### src/rtl/fir_serial_mac_hpf.sv
// fir_serial_mac_hpf
// Single-MAC, time-multiplexed high-pass FIR. One sample is accepted per
// handshake into a circular delay line. The block then walks the external
// coefficient LUT (addresses 0..Taps-1) and accumulates Taps products. The
// result is rounded half-up, saturated, and handed downstream.
//
// Ports:
//   clk_i, rst_ni              clock, synchronous active-low reset
//   in_valid_i/in_ready_o      input handshake, in_data_i signed sample
//   coeff_ren_o/coeff_addr_o   LUT read request
//   coeff_data_i               registered LUT data (one cycle after address)
//   out_valid_o/out_ready_i    output handshake, out_data_o signed result
module fir_serial_mac_hpf #(
    parameter int DataWidth  = 16,
    parameter int CoeffWidth = 16,
    parameter int Taps       = 19,
    parameter int OutShift   = 15,
    localparam int AccWidth  = DataWidth + CoeffWidth + $clog2(Taps),
    localparam int AddrWidth = $clog2(Taps)
) (
    input  logic                  clk_i,
    input  logic                  rst_ni,
    input  logic                  in_valid_i,
    output logic                  in_ready_o,
    input  logic [DataWidth-1:0]  in_data_i,
    output logic                  coeff_ren_o,
    output logic [AddrWidth-1:0]  coeff_addr_o,
    input  logic [CoeffWidth-1:0] coeff_data_i,
    output logic                  out_valid_o,
    input  logic                  out_ready_i,
    output logic [DataWidth-1:0]  out_data_o
);

    localparam int ProdWidth = DataWidth + CoeffWidth;

    localparam logic [1:0] StIdle = 2'd0;
    localparam logic [1:0] StMac  = 2'd1;
    localparam logic [1:0] StLast = 2'd2;
    localparam logic [1:0] StOut  = 2'd3;

    localparam logic [AddrWidth-1:0] LastK   = AddrWidth'(Taps - 1);
    localparam logic [AddrWidth:0]   TapsExt = (AddrWidth + 1)'(Taps);

    localparam logic signed [AccWidth-1:0] RoundC = AccWidth'(1) << (OutShift - 1);
    localparam logic signed [AccWidth-1:0] SatMax = (AccWidth'(1) << (DataWidth - 1)) - AccWidth'(1);
    localparam logic signed [AccWidth-1:0] SatMin = -(AccWidth'(1) << (DataWidth - 1));

    logic [1:0]                  state_q, state_d;
    logic [DataWidth-1:0]        dline_q [Taps];
    logic [AddrWidth-1:0]        wptr_q, wptr_d;
    logic [AddrWidth-1:0]        newest_q, newest_d;
    logic [AddrWidth-1:0]        k_q, k_d;
    logic [DataWidth-1:0]        samp_q;
    logic signed [AccWidth-1:0]  acc_q, acc_d;
    logic                        out_valid_q, out_valid_d;
    logic [DataWidth-1:0]        out_data_q, out_data_d;
    logic                        dl_we;

    logic [AddrWidth:0]          rd_ext;
    logic [AddrWidth-1:0]        rd_idx;
    logic signed [ProdWidth-1:0] prod;
    logic signed [AccWidth-1:0]  acc_sum;
    logic signed [AccWidth-1:0]  acc_rnd;
    logic signed [AccWidth-1:0]  res;
    logic [DataWidth-1:0]        res_sat;

    // Delay-line read index (newest - k) mod Taps, done one bit wider so the
    // wrap past index 0 never underflows.
    always_comb begin
        if (newest_q >= k_q) begin
            rd_ext = {1'b0, newest_q} - {1'b0, k_q};
        end else begin
            rd_ext = {1'b0, newest_q} + TapsExt - {1'b0, k_q};
        end
        rd_idx = rd_ext[AddrWidth-1:0];
    end

    // samp_q lags k_q by one cycle, matching the LUT read latency.
    assign prod    = $signed(samp_q) * $signed(coeff_data_i);
    assign acc_sum = acc_q + {{(AccWidth - ProdWidth){prod[ProdWidth-1]}}, prod};
    assign acc_rnd = acc_sum + RoundC;
    assign res     = acc_rnd >>> OutShift;

    always_comb begin
        if (res > SatMax) begin
            res_sat = SatMax[DataWidth-1:0];
        end else if (res < SatMin) begin
            res_sat = SatMin[DataWidth-1:0];
        end else begin
            res_sat = res[DataWidth-1:0];
        end
    end

    always_comb begin
        state_d     = state_q;
        wptr_d      = wptr_q;
        newest_d    = newest_q;
        k_d         = k_q;
        acc_d       = acc_q;
        out_valid_d = out_valid_q;
        out_data_d  = out_data_q;
        dl_we       = 1'b0;
        case (state_q)
            StIdle: begin
                if (in_valid_i) begin
                    dl_we    = 1'b1;
                    newest_d = wptr_q;
                    wptr_d   = (wptr_q == LastK) ? '0 : wptr_q + 1'b1;
                    acc_d    = '0;
                    k_d      = '0;
                    state_d  = StMac;
                end
            end
            StMac: begin
                // First coefficient arrives one cycle after address 0.
                if (k_q != '0) acc_d = acc_sum;
                if (k_q == LastK) begin
                    state_d = StLast;
                end else begin
                    k_d = k_q + 1'b1;
                end
            end
            StLast: begin
                acc_d       = acc_sum;
                out_data_d  = res_sat;
                out_valid_d = 1'b1;
                state_d     = StOut;
            end
            default: begin
                if (out_ready_i) begin
                    out_valid_d = 1'b0;
                    state_d     = StIdle;
                end
            end
        endcase
    end

    always_ff @(posedge clk_i) begin
        if (!rst_ni) begin
            state_q     <= StIdle;
            wptr_q      <= '0;
            newest_q    <= '0;
            k_q         <= '0;
            samp_q      <= '0;
            acc_q       <= '0;
            out_valid_q <= 1'b0;
            out_data_q  <= '0;
            for (int i = 0; i < Taps; i++) dline_q[i] <= '0;
        end else begin
            state_q     <= state_d;
            wptr_q      <= wptr_d;
            newest_q    <= newest_d;
            k_q         <= k_d;
            samp_q      <= dline_q[rd_idx];
            acc_q       <= acc_d;
            out_valid_q <= out_valid_d;
            out_data_q  <= out_data_d;
            if (dl_we) dline_q[wptr_q] <= in_data_i;
        end
    end

    // Ready is suppressed while reset is held, even though the state is IDLE.
    assign in_ready_o   = (state_q == StIdle) && rst_ni;
    assign coeff_ren_o  = (state_q == StMac);
    assign coeff_addr_o = k_q;
    assign out_valid_o  = out_valid_q;
    assign out_data_o   = out_data_q;

endmodule

### config.mk
export PLATFORM = sky130hd
export DESIGN_NAME = fir_serial_mac_hpf
export DESIGN_NICKNAME = d
export VERILOG_FILES = /design/src/rtl/fir_serial_mac_hpf.sv
export SDC_FILE = /design/constraint.sdc
export NUM_CORES = 2
export LEC_CHECK = 0
export ABC_AREA = 0
export CAP_MARGIN = 20
export CORE_ASPECT_RATIO = 1.4
export CORE_MARGIN = 3
export CORE_UTILIZATION = 65
export DETAILED_ROUTE_END_ITERATION = 6
export GPL_TIMING_DRIVEN = 0
export PLACE_DENSITY = 0.82
export SLEW_MARGIN = 20
export SYNTH_ARGS = -nofsm -noshare
export SYNTH_HDL_FRONTEND = slang
export SYNTH_SLANG_ARGS = --single-unit
### constraint.sdc
create_clock -name clk_i -period 19.78 [get_ports clk_i]
set_input_delay 2.967 -clock clk_i [delete_from_list [all_inputs] [get_ports clk_i]]
set_output_delay 2.967 -clock clk_i [all_outputs]
set_load 0.03 [all_outputs]
==> flow_metrics.tcl <==
set metrics [dict create \
    run_status "completed" \
    post_synth_main_area_contributors "edfxtp_1, fa_1, mux4_2" \
    grt_usage_pct 35.5 \
    drtPass1Iterations 6 \
    finalMaxSlewViolations 0 \
    rsz_0062_raised_after_global_routing "no" \
    final_clock_period_utilization_by_the_worst_path_pct 68.5 \
    worstSetupEndpointType "flop" \
    final.setup.tns_ns 0 \
    grt-busiest-layer "met2" \
    mappedNetlistArea_um2 37300 \
    fp.coreArea_um2 56600 \
    yosys_most_used_dff "edfxtp_1" \
    design.die.area_um2 60300 \
    first_global_vias 26800 \
    global_route.usage.met1_pct 39.3 \
    drc 0 \
    timing.critical_path.fanout_max 10 \
    postRouteWirelength_mm 105 \
    post_synthesis_instance_total 3117 \
    post-synth-top-area-cell "edfxtp_1" \
    layout-drive-gt1-share_pct 9.22 \
    dr.first_iter.drc_count 2487 \
    synth_warnings 0 \
    grt_pass1_wl_mm 160 \
    final_period_minus_worst_setup_slack_ns 13.56 \
    min_path_type "reg2reg" \
    global_route.usage.met2_pct 62.1 \
    rows 103 \
    io-pin-count 60 \
    critPathTopFamily "adder cells" \
    synth-edff-count 496 \
    cp_common_cell "fa_1" \
    ant_nets 0 \
    synth-seq-area-share_pct 45.5 \
    areaGrowthSynthToFinish_pct 9.42 \
    worstSetupPathType "in2reg" \
    detailed_place_hpwl_mm 77.6 \
    h-tree-depth 2 \
    ctsHoldBuffers 0 \
    ys_async_sr_fraction_pct 0 \
    buffer_ports.inserted 59 \
    avgSynthCellArea_um2 12.0 \
    fillCellCount 3798 \
    cts_buffers 55 \
    maxCapViolations 0 \
    die_w_um 208 \
    antenna_found_initial 1 \
    critical_path_buf_inv_count 9 \
    dr_total_vias 25300 \
    critPathLaunchType "input port" \
    clock_pin_slew_on_the_worst_setup_and_hold_paths_ns 0.06 \
    timing.critical_path.slowest_cell_delay_ns 0.83 \
    achievable-frequency_mhz 73.8 \
    grt_max_degree 17 \
    cts.sink_count 599 \
    remaining_max_slew_budget_at_the_tightest_pin_pct 26.6 \
    gp_congestion 1.03 \
    timing_worst_slew_pin_value_ns 1.09 \
    post_synth_most_frequent_cells "edfxtp_1, nor2_1, inv_1" \
    cts_post_setup_buffers_inserted 0 \
    dr_vias_cell 6.29 \
    yosys.area.top_type_share_pct 40.0 \
    syn-num-nets 3558 \
    clock_skew_ns 0.0567 \
    clock_tree.root_cell "clkbuf_16" \
    clk-insertion-delay-late_ns 0.64 \
    gr-usage-met3_pct 4.68 \
    critical-path-slowest-cell "clkdlybuf4s50_1" \
    cts_resized 0 \
    data_arrival_time_at_the_worst_slack_endpoint_ns 14.06 \
    finalNetCount 3684 \
    drt-wirelength-per-cell_um 26.0 \
    report.final.hold_viol_count 0 \
    die_height_um 289 \
    ctsLongestPathBuffers 3 \
    report.final.setup_viol 0 \
    core_util_final_pct 72.1 \
    post-synth-top-count-cell "edfxtp_1" \
    required_ns 20.28 \
    tritoncts "yes" \
    yosysUniqueCellTypes 81 \
    synth.ff_latch_count 599 \
    grt_remaining_overflow 0 \
    start_util_pct 65.9 \
]
layout by cell type (no fill, tap or decap), types with 55 or more instances in the layout:
master / instances
clkbuf_16: 57
nor2_1: 339
mux4_2: 128
inv_1: 338
a21oi_1: 82
clkbuf_1: 137
fa_1: 267
clkdlybuf4s50_1: 59
xnor2_1: 55
edfxtp_1: 496
ha_1: 138
nor2b_1: 56
nand2_1: 279
dfxtp_1: 103
and2_1: 163
layer usage:
layer,wire length [µm],share of wire (%)
met1,34100,33
met2,53800,51
met3,6740,6.4
met5,0,0
met4,9990,9.6
layout make-up:
type	count	area [µm²]	area share [%]
Clock inverter	28	283	0.693
Multi-Input combinational cell	2020	18500	45.3
Sequential cell	599	17000	41.6
Antenna cell	1	2.50	0.00613
Clock buffer	73	1520	3.72
Timing Repair Buffer	69	733	1.80
Inverter	338	1270	3.11
Buffer	160	644	1.58
Tap cell	735	920	2.25
sequential cells by signal (all words and copies together) (netlist names):
signal,cells
dline_q,512
acc_q,37
out_data_o,16
samp_q,16
coeff_addr_o,5
newest_q,5
wptr_q,5
state_q,2
out_valid_o,1
cell families (layout without fill, tap and decap cells):
family | count (synthesis) | count (layout) | synth area share [%]
AOI/OAI and AO/OA | 367 | 367 | 6.78
and+or+nand+nor | 977 | 977 | 12.2
adders and majority gates | 405 | 405 | 19.0
xor gates and xnor gates | 89 | 89 | 2.15
other | 0 | 1 | 0
buffers and inverters | 498 | 668 | 5.13
muxes | 182 | 182 | 9.24
DFF | 599 | 599 | 45.5
per-stage QoR:
stage | setup slack, ns | hold slack [ns] | area [µm²] | std cells
global placement | 5.95 | 0.462 | 38800 | 3911
CTS | 6.37 | 0.497 | 40800 | 4022
global route | 5.75 | 0.522 | 40800 | 4022
detailed placement | 5.73 | 0.485 | 39000 | 3921
floorplan | 7.92 | 0.447 | 37300 | 3117
finish | 6.22 | 0.497 | 40800 | 4023
final timing paths:
kind,from,endpoint,slack (ns),cells after the start
worst max register to register,samp_q[11],out_data_o[1],8.72,37
worst max-delay path,coeff_data_i[7],out_data_o[1],6.22,40
worst min register to register,dline_q[18][15],dline_q[18][15],0.50,2
worst min-delay path,dline_q[18][15],dline_q[18][15],0.50,2
worst register-to-register path: cells and delay by family, from the launching register on:
kind / cells / cell delay, ns
AND/OR/NAND/NOR: 4 / 1.44
buffers and inverters: 6 / 1.07
multiplexers: 2 / 0.57
adder cells (fa/ha/maj): 8 / 3.71
XOR/XNOR: 1 / 0.20
flip-flops: 1 / 0.64
AO/OA/AOI/OAI: 16 / 3.29
Power is not shown: default switching activity piles up to over one toggle a cycle in this logic, so the estimate is an artifact.
